### src/rtl/semaforo_pkg.sv
`default_nettype none
// ============================================================================
// Module      : semaforo_pkg
// Description : Shared types, timing defaults and colour decode helpers for
//               the two-way intersection scheduler.
// Revision    : 1.0 - initial release
// ============================================================================
package semaforo_pkg;

    // Light colour bus encoding, consumed unchanged by the tricolour decoders
    typedef enum logic [1:0] {
        GREEN  = 2'b00,
        YELLOW = 2'b01,
        RED    = 2'b10,
        OFF    = 2'b11
    } color_t;

    // Scheduler state codes (also exported on the debug bus)
    typedef enum logic [3:0] {
        A_GRN = 4'd0,
        A_YEL = 4'd1,
        AR_AB = 4'd2,
        B_GRN = 4'd3,
        B_YEL = 4'd4,
        AR_BA = 4'd5,
        PED   = 4'd6,
        NIGHT = 4'd7
    } sched_state_t;

    // Default timing
    localparam int DEF_TICK_DIV    = 50_000_000;
    localparam int DEF_T_MIN_GREEN = 5;
    localparam int DEF_T_YELLOW    = 2;
    localparam int DEF_T_ALLRED    = 1;
    localparam int DEF_T_WALK      = 4;

    // Width of the per-state tick counter (durations up to 256 ticks)
    localparam int CNT_W = 8;

    // Colour shown to direction A in a given state
    function automatic color_t color_a(sched_state_t s, logic blink);
        color_t c;
        c = RED;
        case (s)
            A_GRN:   c = GREEN;
            A_YEL:   c = YELLOW;
            NIGHT:   c = blink ? YELLOW : OFF;
            default: c = RED;
        endcase
        return c;
    endfunction

    // Colour shown to direction B in a given state
    function automatic color_t color_b(sched_state_t s, logic blink);
        color_t c;
        c = RED;
        case (s)
            B_GRN:   c = GREEN;
            B_YEL:   c = YELLOW;
            NIGHT:   c = blink ? YELLOW : OFF;
            default: c = RED;
        endcase
        return c;
    endfunction

endpackage
`default_nettype wire

### src/rtl/semaforo_sched_tick_gen.sv
`default_nettype none
// ============================================================================
// Module      : tick_gen
// Description : Free-running clock divider producing a one-cycle tick every
//               TICK_DIV cycles; restartable by a synchronous clear.
// Revision    : 1.0 - initial release
// ============================================================================
module tick_gen #(
    parameter int TICK_DIV = 50_000_000
) (
    input  logic i_clk,
    input  logic i_reset,
    input  logic i_clear,
    output logic o_tick
);

    localparam int DIV_W = (TICK_DIV > 1) ? $clog2(TICK_DIV) : 1;
    localparam logic [DIV_W-1:0] C_DIV_LAST = DIV_W'(TICK_DIV - 1);

    logic [DIV_W-1:0] r_div;

    assign o_tick = (r_div == C_DIV_LAST);

    // Divider counts 0..TICK_DIV-1, restarting on wrap or on a state change
    always_ff @(posedge i_clk) begin
        if (i_reset || i_clear) begin
            r_div <= '0;
        end else if (o_tick) begin
            r_div <= '0;
        end else begin
            r_div <= r_div + 1'b1;
        end
    end

endmodule
`default_nettype wire

### src/rtl/semaforo_sched.sv
`default_nettype none
// ============================================================================
// Module      : semaforo_sched
// Description : Timed green/yellow/all-red scheduler for a two-way junction
//               with latched pedestrian service and night-flash mode.
// Revision    : 1.0 - initial release
// ============================================================================
module semaforo_sched
    import semaforo_pkg::*;
#(
    parameter int TICK_DIV    = DEF_TICK_DIV,
    parameter int T_MIN_GREEN = DEF_T_MIN_GREEN,
    parameter int T_YELLOW    = DEF_T_YELLOW,
    parameter int T_ALLRED    = DEF_T_ALLRED,
    parameter int T_WALK      = DEF_T_WALK
) (
    input  logic       i_clk,
    input  logic       i_reset,
    input  logic       i_req_A,
    input  logic       i_req_B,
    input  logic       i_ped_btn,
    input  logic       i_night,
    output logic [1:0] o_LA,
    output logic [1:0] o_LB,
    output logic       o_walk,
    output logic [3:0] o_state
);

    // Last tick-counter value of each timed phase
    localparam logic [CNT_W-1:0] C_GRN_LAST  = CNT_W'(T_MIN_GREEN - 1);
    localparam logic [CNT_W-1:0] C_YEL_LAST  = CNT_W'(T_YELLOW - 1);
    localparam logic [CNT_W-1:0] C_AR_LAST   = CNT_W'(T_ALLRED - 1);
    localparam logic [CNT_W-1:0] C_WALK_LAST = CNT_W'(T_WALK - 1);

    sched_state_t     r_state;
    sched_state_t     w_next;
    logic [CNT_W-1:0] r_tcnt;
    logic [CNT_W-1:0] w_last;
    logic             r_ped_pend;
    logic             r_blink;
    logic             w_blink_next;
    logic             r_next_dir_a;
    logic             w_next_dir_a;
    logic             w_tick;
    logic             w_done;
    logic             w_change;
    color_t           r_la;
    color_t           r_lb;
    logic             r_walk;

    tick_gen #(
        .TICK_DIV (TICK_DIV)
    ) u_tick_gen (
        .i_clk   (i_clk),
        .i_reset (i_reset),
        .i_clear (w_change),
        .o_tick  (w_tick)
    );

    // Next-state selection; green exits need min green elapsed plus demand
    always_comb begin
        w_next       = r_state;
        w_next_dir_a = r_next_dir_a;
        case (r_state)
            A_GRN, B_GRN: w_last = C_GRN_LAST;
            A_YEL, B_YEL: w_last = C_YEL_LAST;
            AR_AB, AR_BA: w_last = C_AR_LAST;
            PED:          w_last = C_WALK_LAST;
            default:      w_last = '0;
        endcase
        // Counter saturates at w_last, so equality also covers "at least"
        w_done = w_tick && (r_tcnt == w_last);
        case (r_state)
            A_GRN: if (w_done && (i_req_B || r_ped_pend || i_night)) w_next = A_YEL;
            A_YEL: if (w_done) w_next = AR_AB;
            AR_AB: begin
                if (w_done) begin
                    if (i_night) begin
                        w_next = NIGHT;
                    end else if (r_ped_pend) begin
                        w_next       = PED;
                        w_next_dir_a = 1'b0;
                    end else begin
                        w_next = B_GRN;
                    end
                end
            end
            B_GRN: if (w_done && (i_req_A || r_ped_pend || i_night)) w_next = B_YEL;
            B_YEL: if (w_done) w_next = AR_BA;
            AR_BA: begin
                if (w_done) begin
                    if (i_night) begin
                        w_next = NIGHT;
                    end else if (r_ped_pend) begin
                        w_next       = PED;
                        w_next_dir_a = 1'b1;
                    end else begin
                        w_next = A_GRN;
                    end
                end
            end
            PED:     if (w_done) w_next = r_next_dir_a ? A_GRN : B_GRN;
            NIGHT:   if (!i_night) w_next = AR_BA;
            default: w_next = A_GRN;
        endcase
        w_change = (w_next != r_state);
        // Blink runs only while staying in NIGHT and is cleared on exit
        if (w_next != NIGHT) begin
            w_blink_next = 1'b0;
        end else if (r_state == NIGHT && w_tick) begin
            w_blink_next = ~r_blink;
        end else begin
            w_blink_next = r_blink;
        end
    end

    // State, tick counter, pedestrian latch and Moore output registers
    always_ff @(posedge i_clk) begin
        if (i_reset) begin
            r_state      <= A_GRN;
            r_tcnt       <= '0;
            r_ped_pend   <= 1'b0;
            r_blink      <= 1'b0;
            r_next_dir_a <= 1'b0;
            r_la         <= GREEN;
            r_lb         <= RED;
            r_walk       <= 1'b0;
        end else begin
            r_state      <= w_next;
            r_blink      <= w_blink_next;
            r_next_dir_a <= w_next_dir_a;
            if (w_change) begin
                r_tcnt <= '0;
            end else if (w_tick && (r_tcnt != w_last)) begin
                r_tcnt <= r_tcnt + 1'b1;
            end
            // Entry into PED wins over a coincident press; presses in PED are dropped
            if (w_change && (w_next == PED)) begin
                r_ped_pend <= 1'b0;
            end else if ((r_state != PED) && i_ped_btn) begin
                r_ped_pend <= 1'b1;
            end
            // Decoding the next state keeps outputs aligned with the state register
            r_la   <= color_a(w_next, w_blink_next);
            r_lb   <= color_b(w_next, w_blink_next);
            r_walk <= (w_next == PED);
        end
    end

    assign o_LA    = r_la;
    assign o_LB    = r_lb;
    assign o_walk  = r_walk;
    assign o_state = r_state;

endmodule
`default_nettype wire

### config.mk
export PLATFORM = sky130hd
export DESIGN_NAME = semaforo_sched
export DESIGN_NICKNAME = d
export VERILOG_FILES = /design/src/rtl/semaforo_pkg.sv /design/src/rtl/semaforo_sched_tick_gen.sv /design/src/rtl/semaforo_sched.sv
export SDC_FILE = /design/constraint.sdc
export NUM_CORES = 1
export LEC_CHECK = 0
export ABC_CLOCK_PERIOD_IN_PS = 4500
export CAP_MARGIN = 10
export CORE_ASPECT_RATIO = 2
export CORE_UTILIZATION = 55
export DETAILED_ROUTE_END_ITERATION = 12
export PLACE_DENSITY = 0.75
export SLEW_MARGIN = 20
export SYNTH_ARGS = -nofsm -noshare
export SYNTH_HDL_FRONTEND = slang
export SYNTH_SLANG_ARGS = --single-unit
### constraint.sdc
create_clock -name i_clk -period 4.5 [get_ports i_clk]
set_input_delay 0.9 -clock i_clk [delete_from_list [all_inputs] [get_ports i_clk]]
set_output_delay 0.9 -clock i_clk [all_outputs]
set_load 0.01 [all_outputs]
==> results of run 1 <==
-- power by group through the flow --
stage | clock network (mW) | registers, mW | logic [mW]
after CTS | 0.324 | 0.414 | 0.0332
final | 0.312 | 0.414 | 0.0334
after floorplan | 0 | 0.420 | 0.0290
after detailed placement | 0 | 0.423 | 0.0331
after global routing | 0.339 | 0.414 | 0.0370
after global placement | 0 | 0.423 | 0.0328
-- routing by layer --
layer	global-route usage [%]	share of wire (%)	vias up
met1	23.00	39	990
met2	44.92	56	34
li1	-	-	1059
met5	0	0	-
met3	3.517	2.1	13
met4	14.32	3.6	0
-- worst max-delay path: stages (launching register included) --
cell and delay (ps):
dfxtp_1 740, nor3b_2 170, a2111oi_4 350, a211oi_2 110
o211ai_4 440, mux2i_1 300, a211o_1 610, buf_4 320
nor2_4 50
-- kinds of logic after synthesis --
logic type               count (synthesis)  synth area share [%]
AND/OR/NAND/NOR                        144                 33.62
AO/OA/AOI/OAI                           47                 13.71
flip-flops                              46                 35.40
XOR/XNOR                                28                 9.427
buffers and inverters                   22                 4.762
multiplexers                             5                 1.972
adder cells (fa/ha/maj)                  2                0.9618
other                                    1                0.1442
-- cell usage in the layout (no fill, tap or decap), types with 3 or more instances in the layout --
| cell type | instances |
|---|---|
| clkdlybuf4s50_1 | 14 |
| or4_1 | 4 |
| nor2b_1 | 6 |
| nand3_1 | 14 |
| o21a_1 | 5 |
| a21oi_1 | 10 |
| nor3_1 | 9 |
| nand2_1 | 19 |
| and3_1 | 7 |
| nor2_4 | 10 |
| xnor2_1 | 10 |
| nor2_1 | 33 |
| buf_4 | 3 |
| a22oi_1 | 3 |
| nand2b_1 | 3 |
| inv_1 | 6 |
| dfxtp_1 | 46 |
| o21ai_0 | 9 |
| clkbuf_8 | 5 |
| and4_1 | 5 |
| nand4_1 | 7 |
| xor2_1 | 18 |
| mux2i_1 | 4 |
| nor3b_1 | 5 |
-- how the worst max path moves through the flow --
stage / from / endpoint / slack, ps / cells after the start
CTS: o_state[0]$_SDFF_PP0_ / u_tick_gen.r_div[24]$_SDFF_PP0_ / 1290 / 8
finish: o_state[0]$_SDFF_PP0_ / u_tick_gen.r_div[24]$_SDFF_PP0_ / 1290 / 8
floorplan: i_night / o_LA[1]$_SDFF_PP0_ / 1860 / 8
global placement: i_night / u_tick_gen.r_div[24]$_SDFF_PP0_ / 1070 / 8
global route: o_state[0]$_SDFF_PP0_ / u_tick_gen.r_div[24]$_SDFF_PP0_ / 1070 / 8
detailed placement: i_night / u_tick_gen.r_div[24]$_SDFF_PP0_ / 1030 / 8
-- final cells by class --
class | instances | area [um2]
Fill cell | 387 | 1710
Multi-Input combinational cell | 227 | 1556
Sequential cell | 46 | 920.9
Timing Repair Buffer | 17 | 162.7
Clock buffer | 5 | 68.82
Tap cell | 55 | 68.82
Clock inverter | 3 | 43.79
Inverter | 6 | 22.52
-- flip-flops by register name (all words and copies together) (netlist names) --
register          count
r_ped_pend            1
u_tick_gen.r_div     26
o_LA                  2
o_walk                1
r_next_dir_a          1
r_blink               1
o_state               4
o_LB                  2
r_tcnt                8
-- through the flow --
stage	hold WS (ps)	cell area, um2
global route	527.3	2844
floorplan	437.9	2601
global placement	459.8	2731
finish	489.9	2844
CTS	499.2	2844
detailed placement	481.7	2731
==> results.toml, run 1 <==
[synthesis]
syn-num-nets = 303
postSynthAreaPerCell_um2 = 8.818
yosysUniqueCellTypes = 61
synthFlopType = "dfxtp_1"
syn_area_um2 = 2601
ys_async_sr_fraction_pct = 0
yosysTopAreaCellShare_pct = 35.40
synth_top_area_cell = "dfxtp_1"
ys_ff_latch = 46
ys_seq_area_share_pct = 35.40
netlist_instances = 295
yosys_warnings = 0
synthTopCellsByArea = "dfxtp_1, xor2_1, nor2_1, nor2_4, xnor2_1"
synth_commonest_cells = "dfxtp_1, nor2_1, nand2_1"
synth_edf_count = 0
yosysMostFrequentCell = "dfxtp_1"

[timing]
setup_ws_ps = 1288
setup_tns_ps = 0
tightest_slew_ps = 690.0
relSlewSlack_pct = 53.94
fin_crit_sh_pct = 71.39
fmax_mhz = 311.3
hold_viol = 0
setup_viol = 0
rsz0062_at_grt = "false"
fin_crit_ps = 3212
slew_viol_final = 0
skew_ps = 12.97

[cts]
cts_buffers = 5
cts.sinks = 46
worstSkewPairLatency_ps = 310
cts_resized = 0
clock_path_buffers = 2
clock-root-buffer = "clkbuf_8"
clk_pin_slew_worst_paths_ps = 90
holdBufCountCts = 0
cts-htree-levels = 2
cts_tree = "done"
post_cts_buffers = 0

[worst_setup_path]
regToRegSetupSlack_ps = 1290
ff2ff_path_depth = 8
worstSetupPathType = "reg -> reg"
reg2reg_to = "u_tick_gen.r_div[24]$_SDFF_PP0_"
critPathCaptureType = "flip-flop"
startpoint_type = "flip-flop"
worstPathRequired_ps = 4700
critPathArrivalTime_ps = 3410
worstPathMaxFanout = 19
crit-reg2reg-launch = "o_state[0]$_SDFF_PP0_"

[global_routing]
grt.total_usage_pct = 23.78
antenna_found_initial = 0
grt_max_degree = 22
grt_overflow_total = 0
first_global_vias = 2071
grt_pass1_wl_um = 9080

[cells_and_area]
fin_cells = 359
diodes = 0
nets = 311
final_layout_size_suffix_gt1_share_pct = 10.86
fin_util_pct = 62.45
area_growth_pct = 9.331

[power]
swShare_pct = 22.64
p_int_uw = 587.4
clkPwrFrac_pct = 41.1
power_frac_comb_pct = 4.4
leakagePower_nw = 1.020
p_per_area_nw_per_um2 = 267.0
seqPwrFrac_pct = 54.5
finalPower_uw = 759.3
peakVddDrop_uv = 237.7
p_switching_uw = 171.9

[placed_design]
portBuffers = 14
gp_congestion = 0.8155
pre_cts_ws_ps = 1025
dp.cells = 351
hpwl_um = 3880

[route]
via_count = 2096
ant_nets = 0
drc = 0
drtIter0Drc = 40
wl_per_cell_um = 14.81
vias_per_cell = 5.838
drtPass1Iterations = 4
wl_um = 5315

[floorplan]
die_w_um = 50.63
io_pins = 15
std_cell_rows = 35
fp.dieArea_um2 = 5025
start_util_pct = 57.12
die_h_um = 99.26
core_um2 = 4554

[min_path]
hold_depth = 1
min_to = "u_tick_gen.r_div[0]$_SDFF_PP0_"
hold_class = "reg -> reg"
hold_start = "u_tick_gen.r_div[0]$_SDFF_PP0_"

[flow_run]
maxCapViolations = 0

[run_status]
status = "completed"
Power figures use the tool's default switching activity.
==> run 2, diff against run 1 <==
ABC_CLOCK_PERIOD_IN_PS = 2600   (was 4500)
CORE_UTILIZATION = 53   (was 55)
PLACE_DENSITY = 0.76   (was 0.75)
clock period = 2.6 ns   (was 4.5 ns; I/O delays follow)
==> results.toml, run 2 (synthesized netlist as in run 1, its figures left out) <==
[min_path]
hold_class = "reg -> reg"

[cells_and_area]
fin_area_um2 = 2973
final_common_cell = "dfxtp_1"
regMostFlops = "u_tick_gen.r_div"
seq_area_um2 = 922.1
area_growth_pct = 14.29
final_layout_size_suffix_gt1_share_pct = 16.67
largest_register_ffs = 26
final_cell_mix = "dfxtp_1, nor2_1, buf_4, nand2_1, xor2_1"
diodes = 0
num-fill-cells = 426
nets = 331
fin_util_pct = 64.04
multiInputGateArea_um2 = 1556

[worst_setup_path]
worstPathMaxFanout = 7
critPathCaptureType = "flip-flop"
critPathTopFamily = "compound AO/OA/AOI/OAI gates"
cp_slowest_cell = "clkdlybuf4s50_1"
worstSetupPathType = "in -> reg"
critical-path-max-stage-delay_ps = 510
worstPathRequired_ps = 2800
critPathArrivalTime_ps = 2670
path_buf_inv = 2
startpoint_type = "input port"
worstPathCellList = "clkdlybuf4s50_1 > nor3_1 > a211oi_1 > a21oi_1 > buf_4 > o21ai_0 > mux2_2 > o21bai_1 > o21a_1"

[timing]
skew_ps = 11.25
setup_viol = 0
relSlewSlack_pct = 66.89
fmax_mhz = 404.1
fin_crit_ps = 2475
slew_viol_final = 0
rsz0062_at_grt = "false"
fin_crit_sh_pct = 95.19
whs_ps = 496.4
tightest_slew_ps = 492.1
hold_viol = 0

[power]
peakVddDrop_uv = 513.9
p_int_uw = 931.8
p_switching_uw = 292.1
finalPower_mw = 1.224
clkPwrFrac_pct = 35.3
swShare_pct = 23.87
leakagePower_nw = 1.104
p_per_area_nw_per_um2 = 411.7
seqPwrFrac_pct = 58.3
power_frac_comb_pct = 6.5

[cts]
cts-htree-levels = 2
worstSkewPairLatency_ps = 300
cts_tree = "done"
clock-root-buffer = "clkbuf_8"
clock_path_buffers = 2
cts_buffers = 5
cts.sinks = 46
clk_pin_slew_worst_paths_ps = 80

[placed_design]
portBuffers = 14
hpwl_um = 4525
dpl-instance-area_um2 = 2882
gp_congestion = 0.8626

[floorplan]
io_pins = 15
die_h_um = 101.1
start_util_pct = 56.04
fp.dieArea_um2 = 5209
die_w_um = 51.54
std_cell_rows = 35
core_um2 = 4642

[route]
wl_per_cell_um = 15.62
ant_nets = 0
via_count = 2249
drtPass1Iterations = 4
vias_per_cell = 5.934
drc = 0
wl_um = 5919
drtIter0Drc = 46

[global_routing]
first_global_vias = 2175
antenna_found_initial = 0
grt_pass1_wl_um = 9404
grt_overflow_total = 0
grt.total_usage_pct = 24.64
grt_max_degree = 21

[flow_run]
maxCapViolations = 0

[run_status]
status = "completed"
[run 2: worst reg2reg max path, stage by stage (launching register included)]
cell,delay (ps)
dfxtp_1,400
buf_4,200
or2_1,290
nor4_4,380
o211ai_4,190
buf_4,210
o21a_1,190
o311a_1,370
o21a_1,110
[run 2: final cells by class]
class	instances	area share (%)
Tap cell	55	2.315
Clock buffer	5	2.315
Clock inverter	3	0.7155
Timing Repair Buffer	37	10.52
Inverter	6	0.7576
Sequential cell	46	31.02
Multi-Input combinational cell	227	52.36
[run 2: timing repair]
action	in CTS	in global routing
hold buffers	0	0
resized for setup	0	1
buffers inserted	0	0
endpoints found under the setup margin	0	1
[run 2: stage by stage]
step	TNS, ps	worst slack (ps)	std cells
after floorplan	0	344.8	295
after global placement	-77.47	-35.04	371
after detailed placement	-877.4	-131.2	371
after CTS	0	112.0	379
after global routing	0	7.923	379
final	0	125.1	379
[run 2: power by group through the flow]
stage	combinational (mW)	clock, mW	sequential (mW)
final	0.0790	0.432	0.713
after detailed placement	0.0781	0	0.730
after CTS	0.0786	0.451	0.713
after floorplan	0.0502	0	0.727
after global routing	0.0846	0.479	0.714
after global placement	0.0774	0	0.729
[run 2: layer usage]
metal	wire length, um	vias up	share of wire, %	GRT usage, %
li1	-	1096	-	-
met1	2063	1075	35	20.47
met2	3409	51	58	48.45
met3	113	27	1.9	4.223
met4	332	0	5.6	17.05
met5	0	-	0	0
[run 2: final timing paths]
| kind | start | cells past startpoint | slack, ps | end |
|---|---|---|---|---|
| worst min register to register | u_tick_gen.r_div[0]$_SDFF_PP0_ | 1 | 500 | u_tick_gen.r_div[0]$_SDFF_PP0_ |
| worst max register to register | o_state[2]$_SDFF_PP0_ | 8 | 140 | o_LA[1]$_SDFF_PP0_ |
| worst min-delay path | u_tick_gen.r_div[0]$_SDFF_PP0_ | 1 | 500 | u_tick_gen.r_div[0]$_SDFF_PP0_ |
| worst max-delay path | i_night | 9 | 130 | o_LA[1]$_SDFF_PP0_ |
